--- src/rtl/md_pkg.sv ---
// Shared types and helpers for the iterative multiply/divide unit.
package md_pkg;

    typedef enum logic [1:0] {
        MD_MULTU = 2'd0,
        MD_MULT  = 2'd1,
        MD_DIVU  = 2'd2,
        MD_DIV   = 2'd3
    } md_op_t;

    typedef enum logic [1:0] {
        MD_IDLE = 2'd0,
        MD_RUN  = 2'd1,
        MD_FIX  = 2'd2,
        MD_DONE = 2'd3
    } md_state_t;

    // The opcode encoding packs "divide" into bit 1 and "signed" into bit 0.
    function automatic logic op_is_div(input md_op_t op);
        return op[1];
    endfunction

    function automatic logic op_is_signed(input md_op_t op);
        return op[0];
    endfunction

endpackage

--- src/rtl/md_step.sv ---
// One iteration of the multiply/divide datapath: shift-add for multiply,
// restoring shift-subtract for divide. Purely combinational.
module md_step #(
    parameter int WIDTH = 32
) (
    input  logic [2*WIDTH-1:0] i_acc,
    input  logic [WIDTH-1:0]   i_operand,
    input  logic               i_is_div,
    output logic [WIDTH-1:0]   o_next_hi,
    output logic [WIDTH-1:0]   o_next_lo
);

    logic [WIDTH-1:0] w_hi;
    logic [WIDTH-1:0] w_lo;
    logic [WIDTH:0]   w_sum;
    logic [WIDTH:0]   w_partial;
    logic             w_ge;

    assign w_hi = i_acc[2*WIDTH-1:WIDTH];
    assign w_lo = i_acc[WIDTH-1:0];

    // Multiply: add the multiplicand when the current multiplier bit is set,
    // keeping the carry so the right shift does not lose it.
    assign w_sum = {1'b0, w_hi} + (w_lo[0] ? {1'b0, i_operand} : '0);

    // Divide: the remainder stays below the divisor, so the shifted partial
    // remainder needs exactly one extra bit.
    assign w_partial = {w_hi, w_lo[WIDTH-1]};
    assign w_ge      = (w_partial >= {1'b0, i_operand});

    // NOTE: every output gets a default at the top of the block so no path
    // leaves it unassigned, which would otherwise infer a latch.
    always_comb begin
        o_next_hi = w_sum[WIDTH:1];
        o_next_lo = {w_sum[0], w_lo[WIDTH-1:1]};
        if (i_is_div) begin
            o_next_hi = w_ge ? (w_partial[WIDTH-1:0] - i_operand) : w_partial[WIDTH-1:0];
            o_next_lo = {w_lo[WIDTH-2:0], w_ge};
        end
    end

endmodule

--- src/rtl/mult_div_unit.sv ---
// Parametrised iterative multiply/divide unit with a Start/Busy/Done handshake.
// Results land in Hi/Lo WIDTH+2 cycles after Start (1 cycle for divide-by-zero).
module mult_div_unit
    import md_pkg::*;
#(
    parameter int WIDTH = 32
) (
    input  logic             i_clk,
    input  logic             i_reset,
    input  logic             i_start,
    input  logic [1:0]       i_op,
    input  logic [WIDTH-1:0] i_a,
    input  logic [WIDTH-1:0] i_b,
    output logic             o_busy,
    output logic             o_done,
    output logic             o_div_zero,
    output logic [WIDTH-1:0] o_hi,
    output logic [WIDTH-1:0] o_lo
);

    localparam int CNT_W = $clog2(WIDTH) + 1;

    md_state_t        r_state;
    logic [CNT_W-1:0] r_cnt;
    logic             r_is_div;
    logic [WIDTH-1:0] r_opnd;
    logic [WIDTH-1:0] r_acc_hi;
    logic [WIDTH-1:0] r_acc_lo;
    logic             r_neg_q;
    logic             r_neg_r;
    logic             r_dz;
    logic [WIDTH-1:0] r_hi;
    logic [WIDTH-1:0] r_lo;

    md_op_t             w_op;
    logic               w_sign_a;
    logic               w_sign_b;
    logic [WIDTH-1:0]   w_mag_a;
    logic [WIDTH-1:0]   w_mag_b;
    logic               w_start_dz;
    logic [WIDTH-1:0]   w_next_hi;
    logic [WIDTH-1:0]   w_next_lo;
    logic [2*WIDTH-1:0] w_prod;
    logic [2*WIDTH-1:0] w_prod_neg;

    assign w_op       = md_op_t'(i_op);
    assign w_sign_a   = op_is_signed(w_op) & i_a[WIDTH-1];
    assign w_sign_b   = op_is_signed(w_op) & i_b[WIDTH-1];
    assign w_mag_a    = w_sign_a ? -i_a : i_a;
    assign w_mag_b    = w_sign_b ? -i_b : i_b;
    assign w_start_dz = op_is_div(w_op) && (i_b == '0);

    assign w_prod     = {r_acc_hi, r_acc_lo};
    assign w_prod_neg = -w_prod;

    // The dividend/multiplier magnitude lives in the low half; the divisor or
    // multiplicand magnitude is held in r_opnd for the whole run.
    md_step #(.WIDTH(WIDTH)) u_step (
        .i_acc     ({r_acc_hi, r_acc_lo}),
        .i_operand (r_opnd),
        .i_is_div  (r_is_div),
        .o_next_hi (w_next_hi),
        .o_next_lo (w_next_lo)
    );

    // NOTE: state is updated only with non-blocking assignments so every
    // register samples the pre-edge values of the others.
    always_ff @(posedge i_clk) begin
        if (i_reset) begin
            r_state  <= MD_IDLE;
            r_cnt    <= '0;
            r_is_div <= 1'b0;
            r_opnd   <= '0;
            r_acc_hi <= '0;
            r_acc_lo <= '0;
            r_neg_q  <= 1'b0;
            r_neg_r  <= 1'b0;
            r_dz     <= 1'b0;
            r_hi     <= '0;
            r_lo     <= '0;
        end else begin
            case (r_state)
                MD_IDLE: begin
                    if (i_start) begin
                        r_is_div <= op_is_div(w_op);
                        r_opnd   <= w_mag_b;
                        r_acc_hi <= '0;
                        r_acc_lo <= w_mag_a;
                        r_neg_q  <= w_sign_a ^ w_sign_b;
                        r_neg_r  <= w_sign_a;
                        r_dz     <= w_start_dz;
                        if (w_start_dz) begin
                            r_state <= MD_DONE;
                        end else begin
                            r_cnt   <= CNT_W'(WIDTH);
                            r_state <= MD_RUN;
                        end
                    end
                end
                MD_RUN: begin
                    r_acc_hi <= w_next_hi;
                    r_acc_lo <= w_next_lo;
                    r_cnt    <= r_cnt - CNT_W'(1);
                    if (r_cnt == CNT_W'(1)) begin
                        r_state <= MD_FIX;
                    end
                end
                MD_FIX: begin
                    // Quotient sign is signA^signB; remainder follows the dividend.
                    if (r_is_div) begin
                        r_lo <= r_neg_q ? -r_acc_lo : r_acc_lo;
                        r_hi <= r_neg_r ? -r_acc_hi : r_acc_hi;
                    end else begin
                        {r_hi, r_lo} <= r_neg_q ? w_prod_neg : w_prod;
                    end
                    r_state <= MD_DONE;
                end
                MD_DONE: begin
                    r_state <= MD_IDLE;
                end
                default: begin
                    r_state <= MD_IDLE;
                end
            endcase
        end
    end

    assign o_busy     = (r_state != MD_IDLE);
    assign o_done     = (r_state == MD_DONE);
    assign o_div_zero = o_done & r_dz;
    assign o_hi       = r_hi;
    assign o_lo       = r_lo;

endmodule

--- config.mk ---
export PLATFORM = sky130hd
export DESIGN_NAME = mult_div_unit
export DESIGN_NICKNAME = d
export VERILOG_FILES = /design/src/rtl/md_pkg.sv /design/src/rtl/md_step.sv /design/src/rtl/mult_div_unit.sv
export SDC_FILE = /design/constraint.sdc
export NUM_CORES = 1
export LEC_CHECK = 0
export CAP_MARGIN = 20
export CORE_ASPECT_RATIO = 1.1
export CORE_UTILIZATION = 63
export CTS_CLUSTER_DIAMETER = 150
export DETAILED_ROUTE_END_ITERATION = 16
export PLACE_DENSITY_LB_ADDON = 0.05
export SKIP_LAST_GASP = 1
export SLEW_MARGIN = 25
export SYNTH_ARGS = -nofsm -noshare
export SYNTH_HDL_FRONTEND = slang
export SYNTH_SLANG_ARGS = --single-unit
--- constraint.sdc ---
create_clock -name i_clk -period 8.2 [get_ports i_clk]
set_input_delay 1.64 -clock i_clk [delete_from_list [all_inputs] [get_ports i_clk]]
set_output_delay 1.64 -clock i_clk [all_outputs]
set_load 0.01 [all_outputs]
## Word level (Yosys, flattened, before mapping)

Cells that the tools add are included.

- Add/sub/neg operators: 8
- Magnitude comparators: 1
- Equality and inequality tests: 7
- Muxes and demuxes: 22
- Bitwise gates (word level): 4
- Reduce and logical (&&, ||, !) cells: 9

Operator list:

| operator | count |
|---|---|
| two-way mux 32 bit | 12 |
| negator 32 bit | 4 |
| one-hot mux 32 bit (2 select lines) | 2 |
| two-way mux 64 bit | 1 |
| negator 64 bit | 1 |
| adder 32 x 33 -> 33 bit | 1 |
| >= comparator 33 x 32 -> 1 bit | 1 |
| zero test 32 bit | 1 |
| subtractor 32 bit | 1 |
| two-way mux 6 bit | 2 |
| one-hot mux 6 bit (2 select lines) | 1 |
| one-hot mux 2 bit (4 select lines) | 1 |
| == test 6 x 1 -> 1 bit (second input constant) | 1 |
| two-way mux 2 bit | 3 |
| != test 2 bit (second input constant) | 3 |
| AND reduction 2 bit | 3 |
| subtractor 6 x 1 -> 6 bit (second input constant) | 1 |
| == test 2 bit (second input constant) | 2 |
| nonzero test 2 bit | 2 |
| bitwise AND 1 bit | 3 |
| AND reduction 3 bit | 1 |
| == test 2 x 1 -> 1 bit (second input constant) | 1 |
| zero test 2 bit | 1 |
| logical AND 1 bit | 1 |
| bitwise XOR 1 bit | 1 |

- Register bits: 172
- Input bits: 69
- Output and inout bits: 67
- Logic and storage cells: 62

## Longest topological paths before layout

Gate-level depths: netlist (run 1).

- Word-level depth: 5
- Depth in mapped cells: 15
- Gate-level depth less buffers: 13

## By module

From an unflattened synthesis (run 1), not the netlist that was laid out.

- Cell total of the unflattened synthesis: 1930
- Area total of the unflattened synthesis: 14361.3 um^2

Modules (own cells, without submodules):

| module | instances | cells each | area each (um^2) | seq. area each (um^2) |
|---|---|---|---|---|
| mult_div_unit | 1 | 1251 | 9733.1 | 3443.3 |
| md_step | 1 | 679 | 4628.2 | 0.0 |

## Least setup slack after synthesis (run 1)

OpenSTA, ideal clock, no wires.

- Path kind: in2reg
- Start: in i_b[18]
- End: reg r_cnt[4]
- Arrival time: 4.047 ns
- Setup slack: 4.026 ns
- Stages on the path: 9
- Path buffers: 0
- Cells stage by stage: or4_1 -> or4_1 -> nor3_1 -> nand2_1 -> nor4b_1 -> o21ai_0 -> and2_1 -> a32oi_1 -> nor2_1

- Cells in the longest elaborated chain, start to end: 4

RTL lines:

| element | line | source |
|---|---|---|
| start, declared | mult_div_unit.sv:13 | `input logic [WIDTH-1:0] i_b,` |
| zero test 32 bit | mult_div_unit.sv:51 | `assign w_start_dz = op_is_div(w_op) && (i_b == '0);` |
| logical AND 1 bit | mult_div_unit.sv:51 |  |
| != test 2 bit (no line) | n/a |  |
| AND reduction 3 bit (no line) | n/a |  |
| end signal, assigned | mult_div_unit.sv:95 | `r_cnt <= CNT_W'(WIDTH);` |
| end signal, assigned | mult_div_unit.sv:103 | `r_cnt <= r_cnt - CNT_W'(1);` |
| end, declared | mult_div_unit.sv:24 | `logic [CNT_W-1:0] r_cnt;` |

No other way between the ends.
A chain may end at the register's enable or synchronous reset.

## Worst setup path in the final report (run 1)

Same ends and word-level chain as after synthesis.

==> results of run 1 <==
## cells in the final DEF (no fill, tap or decap), drive strengths merged, types with 16 or more instances in the layout
cell type,n
clkbuf,17
clkdlybuf4s50,134
ha,75
or4,17
o211ai,33
xnor2,84
o31ai,21
nand2,152
nor3,45
o21ai,100
nand2b,27
a211oi,89
nor4,16
xor2,77
a21o,38
nand3,26
a21oi,154
a22oi,22
nor2,205
mux2i,64
inv,82
dfxtp,172
## logic make-up after synthesis
kind of cell	synth area share [%]
AOI/OAI and AO/OA	27.3
and+or+nand+nor	19.9
xor gates and xnor gates	10.3
muxes	4.77
adders and majority gates	7.17
DFF	25.2
buffers and inverters	5.32
## layout make-up
cell class	count	area, um^2
clock buffer	17	425
clock inverter	15	166
fill	1767	5660
inverter	73	274
multi-input combinational	1440	9520
sequential	172	3440
tap	290	363
timing repair buffer	148	1450
## critical path: cells and delay by family
kind	cells	cell delay (ns)
and+or+nand+nor	7	2.49
buffers and inverters	1	0.49
AOI/OAI and AO/OA	2	0.43
## state kept, by name, indices dropped and copies added (netlist names), 2 cells and up
register and flops:
r_state 2, r_cnt 6, o_lo 32, r_opnd 32
r_acc_hi 32, o_hi 32, r_acc_lo 32
## final timing paths
path	startpoint	end	slack, ns	depth (start not counted)
worst max-delay path	i_b[18]	r_cnt[4]	3.45	10
worst min-delay path	r_opnd[31]	r_opnd[31]	0.48	2
worst max register to register	r_acc_lo[0]	r_acc_hi[30]	3.88	13
worst min register to register	r_opnd[31]	r_opnd[31]	0.48	2
## layer usage
metal,track usage [%],wire length (um),vias up
met4,13.8,1090,0
met1,48.7,17400,6333
met3,4.62,3180,68
met5,0,0,-
met2,57.8,18200,633
li1,-,-,6642
## per-stage QoR
step | instances | total power, W | instance area (um^2) | setup WS, ns | util (%)
final | 2155 | 0.00434 | 15600 | 3.45 | 73.4
after global routing | 2155 | 0.00462 | 15600 | 3.14 | 73.4
after CTS | 2155 | 0.00430 | 15600 | 3.52 | 73.4
after detailed placement | 2123 | 0.00346 | 15000 | 3.08 | 70.6
after global placement | 2123 | 0.00342 | 15000 | 3.15 | 70.6
after floorplan | 1803 | 0.00280 | 13700 | 4.03 | -
## report_power, final
part           switching [W]  internal, W
logic                0.00131     0.000901
clock network       0.000422     0.000413
registers           0.000241      0.00105
total                0.00197      0.00237
==> out/metrics.cfg, run 1 <==
[outcome]
status=completed

[yosys]
synth_edf_count=0
ys_seq_area_share_pct=25.2
yosys.area.top_type_share_pct=25.2
yosysMostFrequentCell=nor2_1
synth_area_per_cell_um2=7.57
netlist_area_um2=13700
synth.ff_latch_count=172
netlist-cell-type-count=79
yosysTopAreaCell=dfxtp_1
synth_nets=1949
synth_async_sr_flop_share_pct=0
synth_flop_cell=dfxtp_1
synth_common_cells=nor2_1 (205), dfxtp_1 (172), a21oi_1 (153), nand2_1 (151), clkbuf_1 (106)
yosys_warnings=0
synth_cells=1803
synthTopCellsByArea=dfxtp_1 (25%), ha_1 (6.9%), nor2_1 (5.6%)

[floorplan]
pin_count=136
dieWidth_um=142
start_util_pct=64.1
die-area_um2=22300
core_area_um2=21300
rows=56
die_y_um=156

[sta]
tns_ns=0
worst_pin_slew_ns=0.986
setup_viol=0
finalHoldViolations=0
layout_min_cycle_time_ns=4.75
timing.fmax_ghz=0.210
fin_skew_ns=0.0174
hold_slack_ns=0.475
relSlewSlack_pct=34.2
maxSlewViolCount=0
finalCritPeriodShare_pct=57.9
rsz0062_at_grt=false

[route]
drc_errors=0
firstDrtPassIters=5
via_per_inst=6.35
via_count=13700
drt_iter0_drc=1177
ant_nets=0
routed_wl_um=39900
avgRoutedWirePerCell_um=18.5

[cts]
cts_hold_buffers=0
clkSinkCount=172
cts_resized=0
cts_made_buffers=17
cts.path.max_buffers=2
h-tree-depth=4
post_cts_buffers=0
path_clk_slew_ns=0.08
cts_tree=done
ctsRootBufferMaster=clkbuf_16
clkLatencyLatePin_ns=0.45

[cells_and_area]
drive_above_1_share_pct=4.24
nets=1998
area_delta_synth_final_pct=14.5
n_antenna_cell=0

[placed_design]
portBuffers=135
dp_hpwl_um=29200
place.gp.congestion=0.971

[job]
max_cap_viol_count=0

[worst_hold_path]
hp-class=register to register

[grt]
overflow=0
grt_pass1_vias=12300
grt_usage_pct=35.9
grt_max_degree=80
grt_pass1_wl_um=63200
antenna_found_initial=0

[worst_setup_path]
critical_path_class=primary input to register
crit_top_cell=or4_1
critPathCaptureType=register
crit_fanout=6
critPathArrivalTime_ns=5.05
path_cells=clkdlybuf4s50_1 -> or4_1 -> or4_1 -> nor3_1 -> nand2_1 -> nor4b_1 -> o21ai_0 -> and2_1 -> a32oi_1 -> nor2_1
crit_slowest_cell=nor4b_1
cp.required_ns=8.50
cp-start-kind=primary input
max_stage_delay_ns=0.72

[power]
p_leak_nw=6.07
peakVddDrop_mv=0.281
power_density_nw_per_um2=277

Power figures use the tool's default switching activity.
==> inputs of run 2 (changes only) <==
- CORE_UTILIZATION: 63 -> 53
- clock period: 8.2 -> 4.25 ns (I/O delays scaled with it)
==> run 2 against run 1 <==
Against the previous run: sequential share of layout area fell by 0.42 points; hold slack worse by 0.020 ns; via count fell by 0.38%; sequential power grew 91%; critical path depth is 4 higher; critical path type is now register to register; critical endpoint is now r_acc_hi[30]; largest power group unchanged; cell count up 4.2%; worst setup slack got worse by 3.1 ns.
==> out/metrics.cfg, run 2 (synthesized netlist as in run 1, its figures left out) <==
[route]
drt_iter0_drc=870
firstDrtPassIters=5
avgRoutedWirePerCell_um=18.8
ant_nets=0
drc_errors=0
via_per_inst=6.07
via_count=13600
routed_wl_um=42200

[grt]
grt_usage_pct=31.9
overflow=0
grt_max_degree=96
grt_pass1_wl_um=66400
antenna_found_initial=0
grt_pass1_vias=12600

[cts]
h-tree-depth=4
cts_resized=0
clkLatencyLatePin_ns=0.45
cts.path.max_buffers=2
ctsRootBufferMaster=clkbuf_16
path_clk_slew_ns=0.07
cts_tree=done
cts_made_buffers=17
cts_hold_buffers=0
post_cts_buffers=0
clkSinkCount=172

[floorplan]
dieWidth_um=155
rows=61
start_util_pct=54.1
core_area_um2=25300
die_y_um=170
pin_count=136
die-area_um2=26400

[sta]
setup_slack_ns=0.371
maxSlewViolCount=0
rsz0062_at_grt=false
tns_ns=0
finalHoldViolations=0
setup_viol=0
fin_skew_ns=0.0146
relSlewSlack_pct=34.0
hold_slack_ns=0.455
finalCritPeriodShare_pct=91.3
layout_min_cycle_time_ns=3.88
timing.fmax_ghz=0.258
worst_pin_slew_ns=0.990

[cells_and_area]
n_antenna_cell=0
mostFrequentLayoutCells=nor2_1 (204), dfxtp_1 (171), nand2_1 (151), a21oi_1 (151), clkdlybuf4s50_1 (134)
area_delta_synth_final_pct=16.8
nets=2032
drive_above_1_share_pct=5.79
final_common_cell=nor2_1
instances_no_fill=2245
num-fill-cells=2372
multiInputGateArea_um2=9520
ff_latch_area_um2=3440
final_cell_area_um2=15900

[outcome]
status=completed

[power]
p_leak_nw=6.23
peakVddDrop_mv=0.483
power_density_nw_per_um2=525

[worst_setup_path]
crit_fanout=6
cp.required_ns=4.59
r2r-start=r_acc_lo[31]
cp-start-kind=register
critPathCaptureType=register
reg2reg_depth=14
critical_path_class=register to register
reg2reg_slack_ns=0.37
critPathArrivalTime_ns=4.22
startpoint=r_acc_lo[31]

[job]
max_cap_viol_count=0

[placed_design]
post_dp_cell_area_um2=15400
pre_cts_ws_ns=0.257
portBuffers=135
place_inst=2213
place.gp.congestion=0.956
dp_hpwl_um=31700

[worst_hold_path]
min_from=r_opnd[31]
holdPathStages=2
hp-class=register to register

-- run 2: critical path, stage by stage, from the launching register on --
cell,delay [ns]
dfxtp_1,0.35
inv_1,0.17
ha_1,0.19
inv_1,0.05
fa_1,0.40
a211oi_1,0.38
o31ai_1,0.18
a2111oi_0,0.40
buf_4,0.19
o21ai_1,0.21
a21bo_2,0.30
a211oi_1,0.39
xor2_1,0.19
nand3_1,0.09
a32o_1,0.28
-- run 2: layer usage --
metal / part of all wire (%) / track usage [%] / up-vias / wire [um]
li1: - / - / 6702 / -
met2: 45 / 51.3 / 432 / 19100
met4: 4.1 / 14.3 / 0 / 1720
met3: 6.5 / 6.34 / 89 / 2760
met1: 44 / 41.0 / 6401 / 18600
met5: 0 / 0 / - / 0
-- run 2: final cells by class --
type                    count  area share, %
well taps                 346           2.71
flip-flops and latches    172           21.6
repair buffers            182           10.7
clock buffers              18           2.69
multi-input cells        1440           59.7
clock inverters            14          0.949
inverters                  73           1.72
-- run 2: worst paths after layout --
check | endpoint
worst max-delay path | r_acc_hi[30]
worst min-delay path | r_opnd[31]
worst max register to register | r_acc_hi[30]
worst min register to register | r_opnd[31]
-- run 2: through the flow --
| step | power [W] | util [%] |
|---|---|---|
| after floorplan | 0.00540 | - |
| after CTS | 0.00835 | 63.1 |
| after global routing | 0.00896 | 63.1 |
| after global placement | 0.00671 | 60.8 |
| after detailed placement | 0.00677 | 60.8 |
| final | 0.00837 | 63.1 |
-- run 2: power breakdown --
group,internal [W],switching (W)
clock network,0.000785,0.000780
registers,0.00203,0.000435
logic,0.00177,0.00256
total,0.00459,0.00378
==> inputs of run 3 (changes only) <==
- TNS_END_PERCENT: unset -> 5
==> results of run 3 <==
Final layout, timing and power as in run 2 (identical DEF).
